### config.mk
export PLATFORM = sky130hd
export DESIGN_NAME = rst_sequencer
export DESIGN_NICKNAME = d
export VERILOG_FILES = /design/src/rtl/rst_sequencer.sv
export SDC_FILE = /design/constraint.sdc
export NUM_CORES = 1
export LEC_CHECK = 0
export CAP_MARGIN = 10
export CELL_PAD_IN_SITES_DETAIL_PLACEMENT = 0
export CELL_PAD_IN_SITES_GLOBAL_PLACEMENT = 1
export CORE_MARGIN = 10
export CORE_UTILIZATION = 42
export CTS_CLUSTER_SIZE = 12
export DETAILED_ROUTE_END_ITERATION = 7
export PLACE_DENSITY = 0.85
export SYNTH_ARGS = -nofsm -noshare
export SYNTH_HDL_FRONTEND = slang
export SYNTH_SLANG_ARGS = --single-unit
### constraint.sdc
create_clock -name clk -period 2.45 [get_ports clk]
set_input_delay 0.735 -clock clk [delete_from_list [all_inputs] [get_ports clk]]
set_output_delay 0.735 -clock clk [all_outputs]
set_load 0.1 [all_outputs]
### src/rtl/rst_sequencer.sv
// Staged reset-release sequencer: releases per-domain active-low resets in index order,
// waiting on each domain's ready ack. Optional DONE-state ack monitor: RST_SEQ_ACK_MONITOR_EN.
`timescale 1ns/1ps
module rst_sequencer #(
    parameter int  NUM_STAGES     = 4,
    parameter int  HOLD_CYCLES    = 16,
    parameter int  TIMEOUT_CYCLES = 1024,
    localparam int IDX_W          = (NUM_STAGES > 1) ? $clog2(NUM_STAGES) : 1
) (
    input  logic                  clk,
    input  logic                  rst,
    input  logic [NUM_STAGES-1:0] stage_ack,
    input  logic                  sw_rst_req,
    output logic [NUM_STAGES-1:0] stage_rst_n,
    output logic                  all_ready,
    output logic                  fault,
    output logic [IDX_W-1:0]      fault_stage
);

    localparam int CNT_MAX = (HOLD_CYCLES > TIMEOUT_CYCLES) ? HOLD_CYCLES : TIMEOUT_CYCLES;
    localparam int CNT_W   = (CNT_MAX > 1) ? $clog2(CNT_MAX) : 1;

    localparam logic [CNT_W-1:0] HOLD_LAST = CNT_W'(HOLD_CYCLES - 1);
    localparam logic [CNT_W-1:0] TMO_LAST  = CNT_W'(TIMEOUT_CYCLES - 1);
    localparam logic [IDX_W-1:0] IDX_LAST  = IDX_W'(NUM_STAGES - 1);

    typedef enum logic [1:0] {
        ST_HOLD  = 2'd0,
        ST_WAIT  = 2'd1,
        ST_DONE  = 2'd2,
        ST_FAULT = 2'd3
    } state_t;

    state_t                state_r;
    state_t                state_nxt_s;
    logic [CNT_W-1:0]      cnt_r;
    logic [CNT_W-1:0]      cnt_nxt_s;
    logic [IDX_W-1:0]      idx_r;
    logic [IDX_W-1:0]      idx_nxt_s;
    logic [NUM_STAGES-1:0] stage_rst_n_nxt_s;
    logic                  all_ready_nxt_s;
    logic                  fault_nxt_s;
    logic [IDX_W-1:0]      fault_stage_nxt_s;

    logic                  ack_cur_s;
    logic                  hold_end_s;
    logic                  timeout_s;
    logic                  last_s;
    logic                  monitor_trip_s;
    logic [IDX_W-1:0]      monitor_stage_s;

    assign ack_cur_s  = stage_ack[idx_r];
    assign hold_end_s = (cnt_r == HOLD_LAST);
    assign timeout_s  = (cnt_r == TMO_LAST);
    assign last_s     = (idx_r == IDX_LAST);

`ifdef RST_SEQ_ACK_MONITOR_EN
    function automatic logic [IDX_W-1:0] lowest_zero(input logic [NUM_STAGES-1:0] v);
        logic [IDX_W-1:0] r;
        r = {IDX_W{1'b0}};
        for (int i = NUM_STAGES - 1; i >= 0; i--) begin
            if (!v[i]) begin
                r = IDX_W'(i);
            end else begin
                r = r;
            end
        end
        return r;
    endfunction

    assign monitor_trip_s  = ~(&stage_ack);
    assign monitor_stage_s = lowest_zero(stage_ack);
`else
    assign monitor_trip_s  = 1'b0;
    assign monitor_stage_s = {IDX_W{1'b0}};
`endif

    // State and datapath registers; rst clears everything asynchronously.
    always_ff @(posedge clk or posedge rst) begin
        if (rst) begin
            state_r     <= ST_HOLD;
            cnt_r       <= {CNT_W{1'b0}};
            idx_r       <= {IDX_W{1'b0}};
            stage_rst_n <= {NUM_STAGES{1'b0}};
            all_ready   <= 1'b0;
            fault       <= 1'b0;
            fault_stage <= {IDX_W{1'b0}};
        end else begin
            state_r     <= state_nxt_s;
            cnt_r       <= cnt_nxt_s;
            idx_r       <= idx_nxt_s;
            stage_rst_n <= stage_rst_n_nxt_s;
            all_ready   <= all_ready_nxt_s;
            fault       <= fault_nxt_s;
            fault_stage <= fault_stage_nxt_s;
        end
    end

    // Next-state logic; an ack on the timeout edge still advances the sequence.
    always_comb begin
        state_nxt_s = state_r;
        case (state_r)
            ST_HOLD: begin
                if (hold_end_s) state_nxt_s = ST_WAIT;
                else            state_nxt_s = ST_HOLD;
            end
            ST_WAIT: begin
                if (ack_cur_s)      state_nxt_s = last_s ? ST_DONE : ST_HOLD;
                else if (timeout_s) state_nxt_s = ST_FAULT;
                else                state_nxt_s = ST_WAIT;
            end
            ST_DONE: begin
                if (sw_rst_req)          state_nxt_s = ST_HOLD;
                else if (monitor_trip_s) state_nxt_s = ST_FAULT;
                else                     state_nxt_s = ST_DONE;
            end
            ST_FAULT: begin
                if (sw_rst_req) state_nxt_s = ST_HOLD;
                else            state_nxt_s = ST_FAULT;
            end
            default: state_nxt_s = ST_HOLD;
        endcase
    end

    // Next values of counter, index and the registered outputs.
    always_comb begin
        cnt_nxt_s         = cnt_r;
        idx_nxt_s         = idx_r;
        stage_rst_n_nxt_s = stage_rst_n;
        all_ready_nxt_s   = all_ready;
        fault_nxt_s       = fault;
        fault_stage_nxt_s = fault_stage;
        case (state_r)
            ST_HOLD: begin
                if (hold_end_s) begin
                    stage_rst_n_nxt_s[idx_r] = 1'b1;
                    cnt_nxt_s                = {CNT_W{1'b0}};
                end else begin
                    cnt_nxt_s = cnt_r + CNT_W'(1);
                end
            end
            ST_WAIT: begin
                if (ack_cur_s) begin
                    if (last_s) begin
                        all_ready_nxt_s = 1'b1;
                    end else begin
                        idx_nxt_s = idx_r + IDX_W'(1);
                        cnt_nxt_s = {CNT_W{1'b0}};
                    end
                end else if (timeout_s) begin
                    fault_nxt_s       = 1'b1;
                    fault_stage_nxt_s = idx_r;
                end else begin
                    cnt_nxt_s = cnt_r + CNT_W'(1);
                end
            end
            ST_DONE, ST_FAULT: begin
                if (sw_rst_req) begin
                    stage_rst_n_nxt_s = {NUM_STAGES{1'b0}};
                    all_ready_nxt_s   = 1'b0;
                    fault_nxt_s       = 1'b0;
                    fault_stage_nxt_s = {IDX_W{1'b0}};
                    idx_nxt_s         = {IDX_W{1'b0}};
                    cnt_nxt_s         = {CNT_W{1'b0}};
                end else if ((state_r == ST_DONE) && monitor_trip_s) begin
                    fault_nxt_s       = 1'b1;
                    all_ready_nxt_s   = 1'b0;
                    fault_stage_nxt_s = monitor_stage_s;
                end else begin
                    cnt_nxt_s = cnt_r;
                end
            end
            default: begin
                stage_rst_n_nxt_s = {NUM_STAGES{1'b0}};
                all_ready_nxt_s   = 1'b0;
                fault_nxt_s       = 1'b0;
                fault_stage_nxt_s = {IDX_W{1'b0}};
                idx_nxt_s         = {IDX_W{1'b0}};
                cnt_nxt_s         = {CNT_W{1'b0}};
            end
        endcase
    end

endmodule

==> flow_summary_export.csv <==
group,metric,value,unit
placed_design,gp_congestion,0.768,
final_layout,drive_gt1_share,22.5,%
synth,synth_nets,127,
die,core,2710,µm²
worst_setup_path,regToRegStartpoint,"cnt_r[0]$_DFFE_PP0P_",
clock_tree,clock_latency,0.32,ns
sta,slew_headroom,70.8,%
route,wl_per_cell,15.4,µm
synth,yosys_register_bits,22,
sta,slew_viol_final,0,
synth,synth_area_leader_cell,"dfrtp_1",
worst_setup_path,rr_worst_depth,6,
route,wirelength,2600,µm
worst_setup_path,timing.rr.end,"stage_rst_n[0]$_DFFE_PP0P_",
worst_setup_path,crit_cells,6,
synth,syn-cell-area,1170,µm²
grt,grt_usage,10.5,%
power_and_ir_drop,peakVddDrop,0.813,mV
worst_setup_path,criticalPathCategory,"in2reg",
grt,grt_max_degree,23,
worst_setup_path,critical_path_arrival,2.61,ns
route,drt-pass1-iter-count,4,
route,antenna_left,0,
clock_tree,clkSinkCount,22,
die,ios,15,
synth,syn_area_per_cell,10.2,µm²
die,rows,19,
sta,worstMarginPinSlew,0.432,ns
synth,synth_edf_count,0,
power_and_ir_drop,p_per_area,1030,nW/µm²
synth,synthArstFlopShare,100,%
sta,max_freq,421,MHz
worst_setup_path,end_kind,"flop",
worst_hold_path,hold_path.class,"reg2reg",
sta,timing.hold.ws,0.490,ns
placed_design,dp_hpwl,1850,µm
sta,period_minus_slack,2.38,ns
grt,antenna_found_initial,0,
route,route.vias.total,943,
sta,skew,0.0128,ns
clock_tree,root_buffer,"clkbuf_4",
final_layout,syn_to_final_growth,22.7,%
sta,fin_crit_sh,97.0,%
route,drc,0,
worst_setup_path,path_delay_family,"compound AO/OA/AOI/OAI gates",
worst_setup_path,required,2.68,ns
synth,yosysSeqAreaShare,47.2,%
sta,rsz0062_at_grt,"yes",
placed_design,port-buffer-count,14,
worst_setup_path,crit_buf_inv,2,
sta,hold_viol,0,
final_layout,n_antenna_cell,0,
route,vias_per_cell,5.58,
clock_tree,cts_made_buffers,3,
clock_tree,tritoncts,"built",
worst_hold_path,holdCritStartpoint,"fault$_DFFE_PP0P_",
die,initial_core_util,43.1,%
synth,ys_warn_count,0,
synth,synth_area_leaders,"dfrtp_1 47%, nand2_1 5.5%, ha_1 5.4%",
sta,setup_viol_count_final,0,
die,die-width,72.7,µm
clock_tree,htreeDepth,1,
worst_setup_path,cpMaxStageDelayCell,"mux4_2",
grt,grt_pass1_wl,4440,µm
die,dieArea,5290,µm²
worst_setup_path,cp-start-kind,"primary input",
synth,synth_cells,115,
worst_hold_path,min_to,"fault$_DFFE_PP0P_",
worst_setup_path,rrSetupSlack,0.26,ns
grt,grt_pass1_vias,944,
power_and_ir_drop,power.total,1.48,mW
die,die_h,72.7,µm
worst_hold_path,hold_depth,1,
clock_tree,post_cts.repair.setup_buffers,0,
synth,synth_ff_type,"dfrtp_1",
worst_setup_path,crit_chain,"clkdlybuf4s50_1, mux4_2, o41ai_1, buf_4, o21ai_1, o41ai_4",
synth,synth_cell_types,34,
clock_tree,clk_pin_slew,0.13,ns
worst_setup_path,critPathMaxStageDelay,0.52,ns
synth,synth_top_area_share,47.2,%
route,drtIter0Drc,43,
final_layout,nets,151,
clock_tree,hold_buffers,0,
clock_tree,clk_path_buf_depth,2,
power_and_ir_drop,p_leak,0.671,nW
grt,gr-total-overflow,0,
worst_setup_path,cp_max_fo,11,
flow_run,cap_violations,0,
outcome,outcome,"finished clean",
final cells by class:
cell class              instances  area [µm²]
repair buffers                 22         180
clock inverters                 1        30.0
multi-input cells              84         588
clock buffers                   3        22.5
fillers                       261        1280
well taps                      31        38.8
inverters                       6        22.5
flip-flops and latches         22         551
per-layer routing:
metal	up-vias	GRT usage (%)	part of all wire (%)
li1	470	-	-
met1	454	12.1	45
met2	14	17.1	49
met3	5	2.72	3.9
met4	0	5.70	1.8
met5	-	0	0
worst max-delay path by stage:
| stage | from | endpoint | slack [ns] |
|---|---|---|---|
| after floorplan | stage_ack[3] | cnt_r[5]$_DFFE_PP0P_ | 0.21 |
| after global placement | stage_ack[3] | cnt_r[6]$_DFFE_PP0P_ | -0.33 |
| after detailed placement | stage_ack[3] | cnt_r[6]$_DFFE_PP0P_ | -0.37 |
| after CTS | stage_ack[3] | cnt_r[6]$_DFFE_PP0P_ | 0.10 |
| after global routing | stage_ack[0] | cnt_r[8]$_DFFE_PP0P_ | -0.004 |
| final | stage_ack[3] | cnt_r[6]$_DFFE_PP0P_ | 0.07 |
placed cells by master, fill, tap and decap left out, drive strengths merged, types with 2 or more instances in the layout:
cell           netlist  routed
a21o                 2       2
a21oi               10      10
a2bb2oi              4       4
and3                 2       2
buf                  2      16
clkbuf               1       3
clkdlybuf4s50        0       6
dfrtp               22      22
ha                   5       5
inv                  6       6
nand2               17      17
nand3                5       5
nor2                 2       2
o21ai               13      13
o31ai                5       5
o41ai                3       3
or3                  2       2
synthesized netlist by cell type, types with 2 or more instances:
library cell  number
a21o_1             2
a21oi_1            9
a2bb2oi_1          4
and3_1             2
dfrtp_1           22
ha_1               5
inv_1              6
nand2_1           17
nand3_1            5
nor2_1             2
o21ai_0            9
o21ai_1            4
o31ai_2            5
o41ai_2            2
or3_1              2
repair_timing:
action                     CTS  global route
resized for setup            1             1
setup endpoints to repair    5             1
pin swaps                    0             0
cells by family (layout without fill, tap and decap cells):
kind of cell	after synthesis	in the layout	synth area share (%)
adders and majority gates	5	5	5.36
buffers and inverters	9	32	3.64
and+or+nand+nor	37	37	15.8
AOI/OAI and AO/OA	41	41	26.2
muxes	1	1	1.93
DFF	22	22	47.2
through the flow:
stage / util (%) / area, µm² / setup TNS [ns] / setup slack [ns] / cells
CTS: 52.4 / 1420 / 0 / 0.101 / 169
global placement: 50.4 / 1370 / -3.08 / -0.328 / 165
global route: 52.9 / 1430 / -0.00619 / -0.00388 / 169
detailed placement: 50.4 / 1370 / -3.50 / -0.367 / 165
finish: 52.9 / 1430 / 0 / 0.0734 / 169
floorplan: - / 1170 / 0 / 0.214 / 115
report_power, final:
part / internal (mW) / total [mW] / switching (mW)
Sequential: 0.453 / 0.561 / 0.108
Combinational: 0.228 / 0.636 / 0.408
Clock: 0.166 / 0.280 / 0.115
Total: 0.846 / 1.48 / 0.630
flip-flops by register name, summed over array words and instances (netlist names):
register and cells:
stage_rst_n 4, cnt_r 10, all_ready 1, fault_stage 2, idx_r 2, state_r 2, fault 1
No activity file was read; power rests on OpenSTA's default activity.
